### src/rtl/reset_controller.sv
// reset_controller: merges power-up/block reset, a debounced push-button and
// the system trap flag into one registered power_on_reset. Resets are
// stretched by HOLD cycles and a trap halts the system for TRAP_DELAY cycles
// before an automatic restart.
`timescale 1ns/1ps

module reset_controller #(
    parameter int DEBOUNCE       = 16,
    parameter int HOLD           = 32,
    parameter int TRAP_DELAY     = 1024,
    parameter int TRAP_AUTORESET = 1
) (
    input  logic       clk,
    input  logic       reset,
    input  logic       btn_n,
    input  logic       trap,
    output logic       power_on_reset,
    output logic [1:0] reset_cause,
    output logic [7:0] trap_count
);

    localparam int CNT_MAX = (HOLD > TRAP_DELAY) ? HOLD : TRAP_DELAY;
    localparam int CNT_W   = $clog2(CNT_MAX) + 1;
    localparam int DB_W    = $clog2(DEBOUNCE) + 1;

    localparam logic [1:0] ST_HOLD    = 2'd0;
    localparam logic [1:0] ST_RUN     = 2'd1;
    localparam logic [1:0] ST_PRESSED = 2'd2;
    localparam logic [1:0] ST_TRAPPED = 2'd3;

    localparam logic [1:0] CAUSE_POWER  = 2'd0;
    localparam logic [1:0] CAUSE_BUTTON = 2'd1;
    localparam logic [1:0] CAUSE_TRAP   = 2'd2;

    logic            btn_meta;
    logic            btn_sync;
    logic            btn_stable;
    logic [DB_W-1:0] cnt_db;

    logic [1:0]       state, state_nx;
    logic [CNT_W-1:0] cnt, cnt_nx;
    logic [1:0]       cause_nx;
    logic [7:0]       trap_count_nx;

    // Synchronise the active-low button and debounce it into btn_stable.
    always_ff @(posedge clk) begin
        // NOTE: state registers use non-blocking assignments so every flop
        // samples the pre-edge value of its neighbours (the 2-FF chain relies on it).
        if (reset) begin
            btn_meta   <= 1'b0;
            btn_sync   <= 1'b0;
            btn_stable <= 1'b0;
            cnt_db     <= '0;
        end else begin
            btn_meta <= ~btn_n;
            btn_sync <= btn_meta;
            if (btn_sync == btn_stable) begin
                cnt_db <= '0;
            end else if (cnt_db == DB_W'(DEBOUNCE - 1)) begin
                btn_stable <= btn_sync;
                cnt_db     <= '0;
            end else begin
                cnt_db <= cnt_db + DB_W'(1);
            end
        end
    end

    // Next-state logic for the reset sequencer, including cause and trap count.
    always_comb begin
        // NOTE: every output of this block gets a default first, so no path
        // leaves one unassigned and no latch is inferred.
        state_nx      = state;
        cnt_nx        = cnt;
        cause_nx      = reset_cause;
        trap_count_nx = trap_count;
        case (state)
            ST_HOLD: begin
                if (cnt == CNT_W'(HOLD - 1)) begin
                    cnt_nx   = '0;
                    state_nx = btn_stable ? ST_PRESSED : ST_RUN;
                end else begin
                    cnt_nx = cnt + CNT_W'(1);
                end
            end
            ST_RUN: begin
                // The button wins over a trap seen in the same cycle.
                if (btn_stable) begin
                    state_nx = ST_PRESSED;
                    cnt_nx   = '0;
                    cause_nx = CAUSE_BUTTON;
                end else if (trap && (TRAP_AUTORESET != 0)) begin
                    state_nx = ST_TRAPPED;
                    cnt_nx   = '0;
                    cause_nx = CAUSE_TRAP;
                    if (trap_count != 8'hFF) trap_count_nx = trap_count + 8'd1;
                end
            end
            ST_PRESSED: begin
                if (!btn_stable) begin
                    state_nx = ST_HOLD;
                    cnt_nx   = '0;
                end
            end
            ST_TRAPPED: begin
                // A debounced press cuts the halt short, even on the expiry cycle.
                if (btn_stable) begin
                    state_nx = ST_PRESSED;
                    cnt_nx   = '0;
                    cause_nx = CAUSE_BUTTON;
                end else if (cnt == CNT_W'(TRAP_DELAY - 1)) begin
                    state_nx = ST_HOLD;
                    cnt_nx   = '0;
                end else begin
                    cnt_nx = cnt + CNT_W'(1);
                end
            end
            default: begin
                state_nx = ST_HOLD;
                cnt_nx   = '0;
            end
        endcase
    end

    // Register state and outputs; por is decoded from the next state so it
    // lines up with the state register and has no input-to-output path.
    always_ff @(posedge clk) begin
        if (reset) begin
            state          <= ST_HOLD;
            cnt            <= '0;
            power_on_reset <= 1'b1;
            reset_cause    <= CAUSE_POWER;
            trap_count     <= 8'd0;
        end else begin
            state          <= state_nx;
            cnt            <= cnt_nx;
            power_on_reset <= (state_nx == ST_HOLD) || (state_nx == ST_PRESSED);
            reset_cause    <= cause_nx;
            trap_count     <= trap_count_nx;
        end
    end

endmodule

### config.mk
export PLATFORM = sky130hd
export DESIGN_NAME = reset_controller
export DESIGN_NICKNAME = d
export VERILOG_FILES = /design/src/rtl/reset_controller.sv
export SDC_FILE = /design/constraint.sdc
export NUM_CORES = 1
export LEC_CHECK = 0
export ABC_AREA = 1
export CORE_ASPECT_RATIO = 0.5
export CORE_MARGIN = 2
export CORE_UTILIZATION = 35
export DETAILED_ROUTE_END_ITERATION = 10
export PLACE_DENSITY = 0.51
export SLEW_MARGIN = 5
export SYNTH_ARGS = -nofsm -noshare
export SYNTH_HDL_FRONTEND = slang
export SYNTH_SLANG_ARGS = --single-unit
### constraint.sdc
create_clock -name clk -period 1.5 [get_ports clk]
set_input_delay 0.15 -clock clk [delete_from_list [all_inputs] [get_ports clk]]
set_output_delay 0.15 -clock clk [all_outputs]
set_load 0.01 [all_outputs]
==> metrics.md <==
| Metric | Value |
|---|---|
| Simple-gate share of the synthesized area | 39.8% |
| Final estimated routing congestion in global placement | 0.826 |
| Delay-heaviest family, CP | buffers and inverters |
| Sw Share | 24.7% |
| Sequential share of power | 53.6% |
| PnR Total Power | 1.62 mW |
| Synth warn | 0 |
| Avg WL per Cell | 10.3 µm |
| Critical Path Sink Type | output port |
| Final worst slack | 0.0932 ns |
| CTS H-tree lvls | 2 |
| Cell area after synthesis | 0.00171 mm² |
| Distinct cells, synth | 32 |
| Largest net degree at the start of global routing | 12 |
| Post-DP HPWL | 2630 µm |
| Placed Instances | 339 |
| Vias in the first global route | 1460 |
| CP Data Arrival Time | 1.26 ns |
| Worst-path cell chain | clkdlybuf4s50_1 |
| Min-Delay Path Class | input port to register |
| Peak VDD IR | 304 µV |
| Largest family of logic cells by synthesized area | simple AND/OR/NAND/NOR gates |
| Switch Pwr | 0.399 mW |
| Non-filler cells, final | 353 |
| Row count | 17 |
| Post-route ant nets | 0 |
| CTS tree | yes |
| Final min period | 1.41 ns |
| Status | finished clean |
| # clock sinks | 32 |
| Int Pwr | 1.22 mW |
| Layout cells sized above 1 | 20.6% |
| Buf+Inv Stages, Crit Path | 1 |
| CP startpoint | trap_count[2]$_SDFFE_PP0P_ |
| Compound-Gate Fraction of Synth Area | 8.57% |
| WL final | 3650 µm |
| DIE AREA | 0.00549 mm² |
| R2R depth | 8 |
| DRC viols | 0 |
| Synth Instances | 250 |
| Final instance area | 0.00218 mm² |
| Via count | 1604 |
| Seq/Total Area, Yosys | 37.5% |
| Post-Synth XOR/XNOR Area | 2.05% |
| Diode count | 0 |
| Worst-margin pin slew | 0.356 ns |
| Post-synthesis mux area share | 0% |
| Critical Path RT | 1.35 ns |
| Final layout net count | 294 |
| Fin crit share | 93.8% |
| Clk Latency, worst-skew pair | 0.29 ns |
| CTS Root Cell | clkbuf_8 |
| Chip Width | 103 µm |
| F_max | 711 MHz |
| Max Buffers Root-to-Sink | 2 |
| DR vias/cell | 4.54 |
| CP Max Fanout | 5 |
| Initial antenna violation count | 0 |
| Placed inst area | 0.00201 mm² |
| Place WS | 0.00203 ns |
| Final Hold Viols | 0 |
| First-pass GRT wire length | 6440 µm |
| Setup slack, reg-to-reg | 0.13 ns |
| R2R Path End | cnt_db[3]$_SDFF_PP0_ |
| Power Dens Cells | 742 mW/mm² |
| Initial drt markers | 50 |
| Synth Register Bits | 32 |
| WP depth | 1 |
| Worst-path clk slew | 0.07 ns |
| Total CTS buffers | 5 |
| GR Overflow Total | 0 |
| IO Pins | 15 |
| Crit Path Class | register to output port |
| Core ar. | 0.00455 mm² |
| Util after Layout | 47.9% |
| I/O Buffers | 14 |
| Final max-slew violation count | 0 |
| CP peak stage delay | 0.56 ns |
| Skew final | 0.0164 ns |
| DR pass1 iterations | 5 |
| Maxcap violations | 0 |
| Crit path to | trap_count[2] |
| Average cell area after synthesis | 6.84 µm² |
| Cts hold-fix bufs | 0 |
| Area grow syn2layout | 27.7% |
| Combinational share of power | 4.7% |
| Die Ht | 53.4 µm |
| Crit-path slowest cell | clkdlybuf4s50_1 |
| Syn_nets | 258 |
| All-layer global routing usage | 15.3% |
| Initial core utilization | 37.5% |
| Pleak | 0.941 nW |
| Clock share of power | 41.6% |
| Endpoints failing setup | 0 |
| Worst hold stages | 2 |
| Adder-cell area share of the yosys netlist | 2.93% |
| Setup crit start kind | register |
| Slew margin rel. | 76.1% |
| Worst reg2reg startpoint | cnt_db[0]$_SDFF_PP0_ |
-- worst min-delay path by stage --
stage	slack [ns]	to	startpoint
after floorplan	0.22	btn_meta$_SDFF_PP0_	btn_n
after global placement	0.39	btn_sync$_SDFF_PP0_	btn_meta$_SDFF_PP0_
after detailed placement	0.39	btn_sync$_SDFF_PP0_	btn_meta$_SDFF_PP0_
after CTS	0.37	btn_meta$_SDFF_PP0_	btn_n
after global routing	0.40	btn_meta$_SDFF_PP0_	btn_n
final	0.38	btn_meta$_SDFF_PP0_	btn_n
-- cells by family (layout without fill, tap and decap cells) --
group                    count (synthesis)  in the layout
XOR/XNOR                                 4              4
AO/OA/AOI/OAI                           26             26
AND/OR/NAND/NOR                        145            146
adder cells (fa/ha/maj)                  4              4
buffers and inverters                   39             75
flip-flops                              32             32
-- metrics by stage --
step / hold slack (ns) / TNS (ns)
after floorplan: 0.217 / 0
after global placement: 0.390 / 0
after detailed placement: 0.392 / 0
after CTS: 0.371 / 0
after global routing: 0.398 / -0.0390
final: 0.375 / 0
-- sequential cells by signal, indices dropped and copies added (netlist names), named ones only --
register and cells:
reset_cause 2, btn_stable 1, cnt 11, btn_sync 1, trap_count 8, state 1
power_on_reset 1, cnt_db 5, btn_meta 1
-- per-layer routing --
layer | routed length (µm) | vias up | global-route usage (%)
met1 | 1890 | 713 | 19.9
met3 | 123 | 5 | 4.36
met5 | 0 | - | 0
met4 | 34 | 0 | 4.61
met2 | 1600 | 16 | 24.9
li1 | - | 870 | -
-- cell usage after synthesis --
master,n,area (µm²)
xor2_1,3,26.3
o21a_1,1,7.51
nor3b_1,1,7.51
nor2_8,1,20.0
o21ai_1,3,15.0
nand3_1,17,85.1
nand3_2,3,30.0
inv_2,5,18.8
o211ai_1,1,7.51
or2_2,1,6.26
buf_4,2,15.0
nor3_4,1,16.3
nor2_1,40,150
ha_1,4,50.1
nand2_4,2,22.5
a31oi_1,1,6.26
a21oi_1,10,50.1
nand2_1,59,221
nor2_2,3,18.8
o21bai_1,3,22.5
inv_1,29,109
clkbuf_1,1,3.75
inv_4,1,6.26
nand4_1,9,56.3
xnor2_1,1,8.76
nor3_1,4,20.0
or2_1,1,6.26
nand2_2,3,18.8
o21ai_0,6,30.0
a21o_1,1,7.51
buf_2,1,5.00
dfxtp_1,32,641
-- cell usage in the layout, fill, tap and decap left out, types with 4 or more instances in the layout --
master           netlist  layout
o21ai_0                6       6
a21oi_1               10      10
nand2_2                3       5
buf_4                  2      17
nand4_1                9       9
nand3_2                3       5
nand2_1               59      58
dfxtp_1               32      29
inv_2                  5       6
nor2_2                 3       6
nor2_1                40      37
clkbuf_8               0       5
nand3_1               17      15
inv_1                 29      28
nor3_1                 4       4
clkdlybuf4s50_1        0      13
-- final cells by class --
cell class,instances,area [µm²]
fill,474,2370
sequential,32,644
multi-input combinational,180,952
tap,66,82.6
timing repair buffer,32,282
clock buffer,5,68.8
inverter,35,134
clock inverter,3,18.8
-- worst reg2reg max path, cell delays in order, from the launching register on --
cell	delay (ns)
dfxtp_2	0.32
ha_1	0.22
nand2_2	0.08
nor2_2	0.03
ha_1	0.18
inv_2	0.06
o211ai_1	0.15
a21oi_1	0.16
o21a_1	0.13
-- power groups by stage --
stage	combinational [mW]	sequential, mW	clock, mW
floorplan	0.0405	0.885	0
global placement	0.0717	0.886	0
detailed placement	0.0711	0.886	0
CTS	0.0711	0.866	0.704
global route	0.0876	0.871	0.734
finish	0.0766	0.869	0.674
-- timing repair --
action,in CTS,in global routing
setup buffers,0,5
resized for setup,0,15
setup endpoints to repair,0,21
(Power assumes the default switching activity.)
